## config.mk

```make
export PLATFORM = sky130hd
export DESIGN_NAME = hazard_ctrl_flat
export DESIGN_NICKNAME = d
export VERILOG_FILES = /design/src/rtl/hazard_ctrl_if.sv /design/src/rtl/hazard_ctrl.sv /design/src/flat_wrapper.sv
export SDC_FILE = /design/constraint.sdc
export NUM_CORES = 1
export LEC_CHECK = 0
export ABC_AREA = 1
export CAP_MARGIN = 25
export CORE_MARGIN = 3
export CORE_UTILIZATION = 31
export CTS_BUF_LIST = sky130_fd_sc_hd__clkbuf_4 sky130_fd_sc_hd__clkbuf_8 sky130_fd_sc_hd__clkbuf_16
export DETAILED_ROUTE_END_ITERATION = 10
export DONT_BUFFER_PORTS = 1
export MAX_ROUTING_LAYER = met4
export PLACE_DENSITY = 0.51
export SKIP_CTS_REPAIR_TIMING = 1
export SKIP_LAST_GASP = 1
export SLEW_MARGIN = 5
export SYNTH_ARGS = -nofsm -noshare
export SYNTH_HDL_FRONTEND = slang
export SYNTH_SLANG_ARGS = --single-unit
```

## constraint.sdc

```tcl
create_clock -name clk -period 1.7 [get_ports clk]
set_input_delay 0.34 -clock clk [delete_from_list [all_inputs] [get_ports clk]]
set_output_delay 0.34 -clock clk [all_outputs]
set_load 0.02 [all_outputs]
```

## src/rtl/hazard_ctrl_if.sv

```systemverilog
// Bus between the ID-stage decode/compare logic and hazard_ctrl.
// Optional performance counters appear only when HAZARD_PERF_EN is defined.
interface hazard_ctrl_if;
   logic [4:0]  ifid_rs;
   logic [4:0]  ifid_rt;
   logic        ifid_uses_rt;
   logic        ifid_branch;
   logic        id_redirect;
   logic        idex_memread;
   logic        idex_regwrite;
   logic [4:0]  idex_rd;
   logic        exmem_memread;
   logic [4:0]  exmem_rd;
   logic        imem_ready;
   logic        c_PCWrite;
   logic        c_PCSrc;
   logic        c_IFIDWrite;
   logic        c_IFIDFlush;
   logic        c_IDEXBubble;
   logic        fetch_err;
`ifdef HAZARD_PERF_EN
   logic [15:0] stall_cycles;
   logic [15:0] flush_count;
   logic [15:0] imem_wait_cycles;
`endif

   // Pipeline side: drives decode/compare info, receives sequencing controls
   modport master (
`ifdef HAZARD_PERF_EN
      input  stall_cycles, flush_count, imem_wait_cycles,
`endif
      output ifid_rs, ifid_rt, ifid_uses_rt, ifid_branch, id_redirect,
      output idex_memread, idex_regwrite, idex_rd, exmem_memread, exmem_rd,
      output imem_ready,
      input  c_PCWrite, c_PCSrc, c_IFIDWrite, c_IFIDFlush, c_IDEXBubble, fetch_err
   );

   // Controller side
   modport slave (
`ifdef HAZARD_PERF_EN
      output stall_cycles, flush_count, imem_wait_cycles,
`endif
      input  ifid_rs, ifid_rt, ifid_uses_rt, ifid_branch, id_redirect,
      input  idex_memread, idex_regwrite, idex_rd, exmem_memread, exmem_rd,
      input  imem_ready,
      output c_PCWrite, c_PCSrc, c_IFIDWrite, c_IFIDFlush, c_IDEXBubble, fetch_err
   );
endinterface

```

## src/rtl/hazard_ctrl.sv

```systemverilog
// IF/ID sequencing controller: load-use and branch stalls, redirect flushes,
// instruction-memory wait states and fetch timeout.
// Optional macro HAZARD_PERF_EN adds saturating 16-bit performance counters.
module hazard_ctrl #(
   parameter int unsigned MAX_IMEM_WAIT = 15,
   parameter int unsigned CNT_W         = 2
) (
   input  logic         clk,
   input  logic         rst_n,
   hazard_ctrl_if.slave bus
);
   localparam int unsigned WAIT_W = $clog2(MAX_IMEM_WAIT + 1);

   typedef enum logic [1:0] {RUN, STALL, HALT} state_e;

   state_e              state_q, state_d;
   logic [CNT_W-1:0]    stall_cnt_q, stall_cnt_d;
   logic [WAIT_W-1:0]   wait_cnt_q, wait_cnt_d;
   logic [WAIT_W-1:0]   wait_inc;
   logic                fetch_err_q, fetch_err_d;

   logic m_idex, m_exmem, need2, need1;
   logic pc_write, pc_src, ifid_write, ifid_flush, idex_bubble;
   logic redirect_taken;

   // Register 0 is hardwired, so it can never create a dependency
   function automatic logic reg_match(input logic [4:0] rd, input logic [4:0] rs,
                                      input logic [4:0] rt, input logic uses_rt);
      return (rd != 5'd0) && ((rd == rs) || (uses_rt && (rd == rt)));
   endfunction

   // Stall need: 2 for a branch waiting on a load in EX, 1 for the shorter cases
   always_comb begin
      m_idex  = reg_match(bus.idex_rd,  bus.ifid_rs, bus.ifid_rt, bus.ifid_uses_rt);
      m_exmem = reg_match(bus.exmem_rd, bus.ifid_rs, bus.ifid_rt, bus.ifid_uses_rt);
      need2   = bus.ifid_branch & bus.idex_memread & m_idex;
      need1   = (bus.ifid_branch & bus.idex_regwrite & m_idex)
              | (bus.ifid_branch & bus.exmem_memread & m_exmem)
              | (~bus.ifid_branch & bus.idex_memread & m_idex);
      wait_inc = wait_cnt_q + WAIT_W'(1);
   end

   // State and counter registers
   always_ff @(posedge clk or negedge rst_n) begin
      if (!rst_n) begin
         state_q     <= RUN;
         stall_cnt_q <= '0;
         wait_cnt_q  <= '0;
         fetch_err_q <= 1'b0;
      end else begin
         state_q     <= state_d;
         stall_cnt_q <= stall_cnt_d;
         wait_cnt_q  <= wait_cnt_d;
         fetch_err_q <= fetch_err_d;
      end
   end

   // Next-state and combinational control outputs; priority stall > redirect > imem wait
   always_comb begin
      state_d        = state_q;
      stall_cnt_d    = stall_cnt_q;
      wait_cnt_d     = wait_cnt_q;
      fetch_err_d    = fetch_err_q;
      pc_write       = 1'b0;
      pc_src         = 1'b0;
      ifid_write     = 1'b0;
      ifid_flush     = 1'b0;
      idex_bubble    = 1'b0;
      redirect_taken = 1'b0;
      case (state_q)
         RUN: begin
            if (need2 || need1) begin
               idex_bubble = 1'b1;
               if (need2) begin
                  state_d     = STALL;
                  stall_cnt_d = CNT_W'(1);
               end
            end else if (bus.id_redirect) begin
               pc_write       = 1'b1;
               pc_src         = 1'b1;
               ifid_write     = 1'b1;
               ifid_flush     = 1'b1;
               redirect_taken = 1'b1;
               wait_cnt_d     = '0;
            end else if (bus.imem_ready) begin
               pc_write   = 1'b1;
               ifid_write = 1'b1;
               wait_cnt_d = '0;
            end else begin
               ifid_write = 1'b1;
               ifid_flush = 1'b1;
               wait_cnt_d = wait_inc;
               if (wait_inc == WAIT_W'(MAX_IMEM_WAIT)) begin
                  fetch_err_d = 1'b1;
                  state_d     = HALT;
               end
            end
         end
         STALL: begin
            idex_bubble = 1'b1;
            stall_cnt_d = stall_cnt_q - CNT_W'(1);
            if (stall_cnt_q == CNT_W'(1)) state_d = RUN;
         end
         HALT: begin
            idex_bubble = 1'b1;
         end
         default: state_d = RUN;
      endcase
      // Reset holds the front end with a nop in ID and a bubble in EX
      if (!rst_n) begin
         pc_write       = 1'b0;
         pc_src         = 1'b0;
         ifid_write     = 1'b0;
         ifid_flush     = 1'b1;
         idex_bubble    = 1'b1;
         redirect_taken = 1'b0;
      end
   end

   assign bus.c_PCWrite    = pc_write;
   assign bus.c_PCSrc      = pc_src;
   assign bus.c_IFIDWrite  = ifid_write;
   assign bus.c_IFIDFlush  = ifid_flush;
   assign bus.c_IDEXBubble = idex_bubble;
   assign bus.fetch_err    = fetch_err_q;

`ifdef HAZARD_PERF_EN
   localparam int unsigned PERF_W = 16;
   logic [PERF_W-1:0] stall_cycles_q, flush_count_q, imem_wait_cycles_q;

   // Saturating event counters
   always_ff @(posedge clk or negedge rst_n) begin
      if (!rst_n) begin
         stall_cycles_q     <= '0;
         flush_count_q      <= '0;
         imem_wait_cycles_q <= '0;
      end else begin
         if (idex_bubble && (state_q != HALT) && (stall_cycles_q != '1))
            stall_cycles_q <= stall_cycles_q + PERF_W'(1);
         if (redirect_taken && (flush_count_q != '1))
            flush_count_q <= flush_count_q + PERF_W'(1);
         if ((state_q == RUN) && !bus.imem_ready && (imem_wait_cycles_q != '1))
            imem_wait_cycles_q <= imem_wait_cycles_q + PERF_W'(1);
      end
   end

   assign bus.stall_cycles     = stall_cycles_q;
   assign bus.flush_count      = flush_count_q;
   assign bus.imem_wait_cycles = imem_wait_cycles_q;
`endif
endmodule
```

## src/flat_wrapper.sv

```systemverilog
// flat-port wrapper written by rule: the top's interface ports become plain ports
module hazard_ctrl_flat 
#(
   parameter int unsigned MAX_IMEM_WAIT = 15,
   parameter int unsigned CNT_W         = 2
)
  (clk, rst_n, bus_ifid_rs, bus_ifid_rt, bus_ifid_uses_rt, bus_ifid_branch, bus_id_redirect, bus_idex_memread, bus_idex_regwrite, bus_idex_rd, bus_exmem_memread, bus_exmem_rd, bus_imem_ready, bus_c_PCWrite, bus_c_PCSrc, bus_c_IFIDWrite, bus_c_IFIDFlush, bus_c_IDEXBubble, bus_fetch_err);
  hazard_ctrl_if bus_i ();
  input  logic clk;
  input  logic rst_n;
  input wire logic [$bits(bus_i.ifid_rs)-1:0] bus_ifid_rs;
  input wire logic [$bits(bus_i.ifid_rt)-1:0] bus_ifid_rt;
  input wire logic [$bits(bus_i.ifid_uses_rt)-1:0] bus_ifid_uses_rt;
  input wire logic [$bits(bus_i.ifid_branch)-1:0] bus_ifid_branch;
  input wire logic [$bits(bus_i.id_redirect)-1:0] bus_id_redirect;
  input wire logic [$bits(bus_i.idex_memread)-1:0] bus_idex_memread;
  input wire logic [$bits(bus_i.idex_regwrite)-1:0] bus_idex_regwrite;
  input wire logic [$bits(bus_i.idex_rd)-1:0] bus_idex_rd;
  input wire logic [$bits(bus_i.exmem_memread)-1:0] bus_exmem_memread;
  input wire logic [$bits(bus_i.exmem_rd)-1:0] bus_exmem_rd;
  input wire logic [$bits(bus_i.imem_ready)-1:0] bus_imem_ready;
  output wire logic [$bits(bus_i.c_PCWrite)-1:0] bus_c_PCWrite;
  output wire logic [$bits(bus_i.c_PCSrc)-1:0] bus_c_PCSrc;
  output wire logic [$bits(bus_i.c_IFIDWrite)-1:0] bus_c_IFIDWrite;
  output wire logic [$bits(bus_i.c_IFIDFlush)-1:0] bus_c_IFIDFlush;
  output wire logic [$bits(bus_i.c_IDEXBubble)-1:0] bus_c_IDEXBubble;
  output wire logic [$bits(bus_i.fetch_err)-1:0] bus_fetch_err;
  assign bus_i.ifid_rs = bus_ifid_rs;
  assign bus_i.ifid_rt = bus_ifid_rt;
  assign bus_i.ifid_uses_rt = bus_ifid_uses_rt;
  assign bus_i.ifid_branch = bus_ifid_branch;
  assign bus_i.id_redirect = bus_id_redirect;
  assign bus_i.idex_memread = bus_idex_memread;
  assign bus_i.idex_regwrite = bus_idex_regwrite;
  assign bus_i.idex_rd = bus_idex_rd;
  assign bus_i.exmem_memread = bus_exmem_memread;
  assign bus_i.exmem_rd = bus_exmem_rd;
  assign bus_i.imem_ready = bus_imem_ready;
  assign bus_c_PCWrite = bus_i.c_PCWrite;
  assign bus_c_PCSrc = bus_i.c_PCSrc;
  assign bus_c_IFIDWrite = bus_i.c_IFIDWrite;
  assign bus_c_IFIDFlush = bus_i.c_IFIDFlush;
  assign bus_c_IDEXBubble = bus_i.c_IDEXBubble;
  assign bus_fetch_err = bus_i.fetch_err;
  hazard_ctrl #(.MAX_IMEM_WAIT(MAX_IMEM_WAIT), .CNT_W(CNT_W)) u_core (.clk(clk), .rst_n(rst_n), .bus(bus_i));
endmodule
```

==> reports/qor.csv, run 1 <==
metric,value,unit
fin_crit_sh,105,%
mostFrequentLayoutCell,nand2_1,
timing.critical_path.cells,inv_2 > ha_4 > nand2_4 > nor2_4 > nand2_2 > nor2_2 > buf_6,
worst-slew-pin-transition,0.452,ns
power.density,1000,nW/um^2
final.setup.worst_slack,-0.0861,ns
fin_worst_skew,0.00296,ns
finalCoreUtilization,40.4,%
drt_pre_antenna_iters,4,
core_region_area,3080,sq um
endpoint_kind,output pin,
worstHoldPathType,in2reg,
timing.critical_path.slowest_stage_cell,dfrtp_1,
grt-ovfl-total,0,
worstPathRequired,1.36,ns
leakage_component_of_the_power,0.703,nW
final_layout_size_suffix_gt1_share,22.6,%
crit_family,flip-flops,
crit_path_start_kind,flip-flop,
place_worst_setup_slack,-0.0239,ns
drt_first_iter_violations,49,
crit_arrival,1.45,ns
cts_buffers,3,
final-setup-viol-count,3,
start_util,33.0,%
wl_per_cell,11.3,microns
final_cell_mix,"nand2_1 (59), inv_1 (22), nor2_1 (16)",
dieWidth,63.2,microns
wire_length_of_the_first_global_routing_pass,4130,microns
report.final.slew_viol_count,0,
syn_inst,172,
violations_in_the_final_reports,negative setup slack,
rows,20,
critical_path.max_fanout,4,
netlist-cell-type-count,21,
nets,223,
unrepaired_setup_endpoints_after_global_routing,true,
finalHoldViolations,0,
fin_tns_setup,-0.202,ns
routed-via-count,1030,
syn-num-nets,208,
synth.yosys.warnings,0,
antenna-diode-count,0,
area_growth,22.4,%
crit_buf_inv,2,
grt_antenna_before_repair,0,
worst_setup_path_class,reg2out,
fin_hold_ws,0.325,ns
dieHeight,63.2,microns
drt_wl_total,2600,microns
i_o_buffers,0,
cts_num_sinks,9,
maxClockFrequency,560,MHz
synth-seq-area-share,22.2,%
cts_root_buf,clkbuf_4,
vdd.ir_drop.worst,0.307,mV
maxCapViolations,0,
mappedNetlistArea,1010,sq um
first_global_vias,932,
vias_per_cell,4.48,
drc,0,
grt_use_total,13.0,%
critPathMaxStageDelay,0.42,ns
average_footprint_of_a_synthesized_cell,5.90,sq um
power.total,0.00124,W
place.gp.congestion,0.822,
grt_start_max_net_pins,13,
cts_max_path_buffers,2,
drtAntennaViolNets,0,
synth.ff_latch_count,9,
worstSkewPairLatency,0.26,ns
htreeDepth,1,
pin_count,35,
slew-limit-headroom,69.8,%
path_clk_slew,0.06,ns
tritoncts_clock_tree,done,
layout_min_cycle_time,1.79,ns
fp.dieArea,4000,sq um
status,"finished, violations left",
dpl.hpwl,2090,microns
## worst reg2reg max path, cell delays in order (launching register included)
cell and delay [ns]:
dfrtp_1 0.40, ha_1 0.21, xor2_1 0.15, nand2_1 0.11, nor3b_2 0.19, nand3_1 0.13, nand2_2 0.10, nand2_1 0.07
nand2_1 0.07, nand2_1 0.05
## cells in the mapped netlist
cell type / number / share of area [%]
nand2_1: 62 / 23
inv_1: 25 / 9.2
nor2_1: 19 / 7.0
nand3_1: 12 / 5.9
dfrtp_1: 9 / 22
ha_1: 7 / 8.6
o21ai_0: 7 / 3.5
inv_2: 6 / 2.2
nand2_2: 5 / 3.1
o21ai_1: 3 / 1.5
xor2_1: 3 / 2.6
a21oi_1: 2 / 0.99
nand3_2: 2 / 2.0
nand4_1: 2 / 1.2
xnor2_1: 2 / 1.7
mux2_2: 1 / 1.1
nand2_4: 1 / 1.1
nor2_4: 1 / 1.1
nor3_1: 1 / 0.49
nor3b_1: 1 / 0.74
o21bai_1: 1 / 0.74
## power breakdown
| group | total [W] | internal [W] | switching (W) |
|---|---|---|---|
| Sequential | 0.000328 | 0.000276 | 0.0000521 |
| Combinational | 0.000728 | 0.000310 | 0.000418 |
| Clock | 0.000186 | 0.000107 | 0.0000790 |
## flip-flops by register name, summed over array words and instances, names as in the netlist
signal and flops:
u_core.wait_cnt_q 4, u_core.state_q 2, u_core.bus.fetch_err 1, u_core.stall_cnt_q 2
## layer usage
metal  part of all wire, %  track usage (%)
met4                  0.65             3.23
met1                    49             17.8
met3                   4.7             2.67
met5                     0                -
met2                    46             19.8
## cell families after synthesis
group	Yosys count	share of synthesized area, %
adder cells (fa/ha/maj)	7	8.63
XOR/XNOR	5	4.32
AO/OA/AOI/OAI	13	6.66
AND/OR/NAND/NOR	106	45.6
flip-flops	9	22.2
buffers and inverters	31	11.5
multiplexers	1	1.11
## layout make-up
type                       count  area (sq um)
clock buffer                   4          30.0
fill                         348          1840
inverter                      31           120
multi-input combinational    132           731
sequential                     9           225
tap                           44          55.1
timing repair buffer          10          81.3
## worst paths after layout
path	startpoint	to	slack (ns)	cells past startpoint
worst max-delay path	u_core.state_q[0]	bus_c_PCSrc	-0.09	7
worst min-delay path	bus_imem_ready	u_core.wait_cnt_q[2]	0.32	3
worst max register to register	u_core.wait_cnt_q[0]	u_core.state_q[0]	0.12	9
worst min register to register	u_core.stall_cnt_q[1]	u_core.stall_cnt_q[1]	0.48	2
max in group asynchronous	rst_n	u_core.bus.fetch_err	0.93	1
min in group asynchronous	rst_n	u_core.wait_cnt_q[1]	0.46	1
## per-stage QoR
stage	cells	instance area, sq um
after floorplan	172	1010
after global placement	222	1110
after detailed placement	222	1110
after CTS	226	1140
after global routing	230	1240
final	230	1240
Power figures use the tool's default switching activity.
==> run 2: changes to the inputs <==
- CORE_ASPECT_RATIO: unset -> 0.8
- PLACE_DENSITY: 0.51 -> 0.52
- SKIP_CTS_REPAIR_TIMING: 1 -> unset
- clock period: 1.7 -> 1.45 ns (I/O delays scaled with it)
==> reports/qor.csv, run 2 (synthesized netlist as in run 1, its figures left out) <==
metric,value,unit,change
status,"finished, violations left",,
violations_in_the_final_reports,negative setup slack,,
core_region_area,2940,sq um,-4.6%
drt_wl_total,2760,microns,+6.0%
pwr-share-seq,22.7,%,-3.7 points
final.setup.worst_slack,-0.190,ns,-0.104 ns
routed-via-count,1054,,+2.3%
final_cell_mix,"nand2_1 (58), buf_4 (18), nor2_1 (17)",,
worst_setup_path_class,reg2out,,
pwr-share-clk,18.4,%,+3.5 points
area_growth,32.1,%,
drc,0,,unchanged
internal-power,0.000984,W,+42%
switching_share,41.9,%,-2.3 points
n_fill_cell,313,,-10%
largest_register_ffs,4,,unchanged
mostFrequentLayoutCell,nand2_1,,
worstHoldPathCells,4,,+1
dpl.hpwl,2270,microns,+8.6%
antenna-diode-count,0,,unchanged
cts_root_buf,clkbuf_8,,
i_o_buffers,0,,unchanged
place_worst_setup_slack,-0.148,ns,-0.124 ns
power.switching,0.000710,W,+29%
finalHoldViolations,0,,unchanged
grt-ovfl-total,0,,unchanged
endpoint_kind,output pin,,
final_layout_size_suffix_gt1_share,30.3,%,+7.7 points
power.density,1260,nW/um^2,+26%
layout_top_registers,"u_core.wait_cnt_q x4, u_core.stall_cnt_q x2, u_core.state_q x2",,
cts_num_sinks,9,,unchanged
layout_min_cycle_time,1.64,ns,
fin_worst_skew,0.00130,ns,-0.00166 ns
fin_crit_sh,113,%,
cts_buffers,3,,unchanged
rrSetupSlack,-0.09,ns,-0.21 ns
first_global_vias,983,,+5.5%
rows,17,,-15%
place.gp.congestion,0.871,,+5.9%
unrepaired_setup_endpoints_after_global_routing,true,,
maxClockFrequency,610,MHz,
final-setup-viol-count,8,,+5
path_clk_slew,0.05,ns,about the same
report.final.slew_viol_count,0,,unchanged
grt_start_max_net_pins,10,,-3
nets,232,,+4.0%
drt_first_iter_violations,54,,+10%
crit_arrival,1.35,ns,-0.10 ns
drt_pre_antenna_iters,4,,unchanged
wire_length_of_the_first_global_routing_pass,4550,microns,+10%
vdd.ir_drop.worst,0.527,mV,+71%
worstHoldPathType,in2reg,,
hold_path_startpoint,bus_imem_ready,,
maxCapViolations,0,,unchanged
dpl-instance-area,1220,sq um,+9.4%
r2r.worst_path.cells,9,,unchanged
dieWidth,70.0,microns,+11%
postLayoutCellArea,1340,sq um,+7.9%
worstSkewPairLatency,0.23,ns,-0.03 ns
min_delay_worst_endpoint,u_core.wait_cnt_q[0],,
tritoncts_clock_tree,done,,
combinational_group_share_of_total_power,58.9,%,+0.3 points
worst-slew-pin-transition,0.432,ns,-0.0194 ns
timing.rr.start,u_core.wait_cnt_q[0],,
fin_tns_setup,-0.973,ns,-0.771 ns
start_util,34.6,%,+1.6 points
wl_per_cell,11.8,microns,+4.7%
cts_max_path_buffers,2,,unchanged
leakage_component_of_the_power,0.753,nW,+7.2%
grt_antenna_before_repair,0,,unchanged
pin_count,35,,unchanged
htreeDepth,1,,unchanged
grt_use_total,14.8,%,+1.8 points
fp.dieArea,4000,sq um,+0.11%
critical_path.max_fanout,3,,-1
fin_hold_ws,0.399,ns,+0.0741 ns
vias_per_cell,4.52,,+1.0%
crit_path_start_kind,flip-flop,,
slew-limit-headroom,71.1,%,+1.3 points
worstPathRequired,1.16,ns,-0.20 ns
drtAntennaViolNets,0,,unchanged
power.total,0.00169,W,+36%
registers.top_by_ff_count,u_core.wait_cnt_q,,
worstReg2RegEnd,u_core.state_q[0],,
dieHeight,57.2,microns,-9.6%
-- run 2: cell types whose count changed in the layout (fill, tap and decap cells not counted), moves of 3 or more --
cell | previous run | this run
buf_4 | 8 | 18
clkbuf_4 | 4 | 1
clkbuf_8 | 0 | 3
inv_1 | 22 | 16
inv_2 | 8 | 11
nor2_2 | 3 | 0
-- run 2: worst max path at each step --
stage | startpoint | endpoint | slack (ns) | cells after the start
finish | u_core.state_q[1] | bus_c_PCSrc | -0.19 | 6
detailed placement | bus_ifid_rs[3] | bus_c_IDEXBubble | -0.15 | 12
floorplan | u_core.state_q[1] | bus_c_PCSrc | -0.08 | 6
global route | u_core.state_q[1] | bus_c_PCSrc | -0.25 | 6
global placement | bus_ifid_rs[1] | bus_c_IDEXBubble | -0.14 | 12
CTS | u_core.state_q[1] | bus_c_PCSrc | -0.14 | 6
-- run 2: area by class of cell --
cell class	instances	area, sq um	area share (%)
clock buffer	4	48.8	3.64
sequential	9	225	16.8
inverter	31	136	10.2
tap	38	47.5	3.55
multi-input combinational	132	737	55.0
timing repair buffer	19	145	10.8
-- run 2: through the flow --
stage / instances / util [%]
after floorplan: 172 / -
after global placement: 224 / 41.6
after global routing: 233 / 45.7
after CTS: 233 / 45.4
after detailed placement: 224 / 41.6
final: 233 / 45.7
-- run 2: power groups by stage --
stage                     clock network, W  registers (W)  logic (W)
after floorplan                          0       0.000379   0.000588
after global placement                   0       0.000379   0.000871
after detailed placement                 0       0.000379   0.000887
after CTS                         0.000323       0.000383   0.000963
after global routing              0.000331       0.000395    0.00112
final                             0.000311       0.000385   0.000998
-- run 2: metal layers --
metal  track usage [%]  part of all wire (%)
met1              18.8                    47
met2              23.3                    47
met3              5.28                   6.1
met4              2.46                  0.40
met5                 -                     0
-- run 2: timing repair --
action                     in CTS  in global routing
gates cloned                    0                  0
buffers inserted                4                  1
hold endpoints to repair        9                  0
gates resized for setup         7                  2
pin swaps                       6                  9
setup endpoints to repair       8                  9
hold buffers                    1                  0
-- run 2: worst max-delay path, cell delays in order, from the launching register on --
cell,delay [ns]
dfrtp_1,0.40
inv_2,0.09
ha_4,0.15
nand2_4,0.06
nor2_4,0.15
nand2_4,0.09
nor2_4,0.18
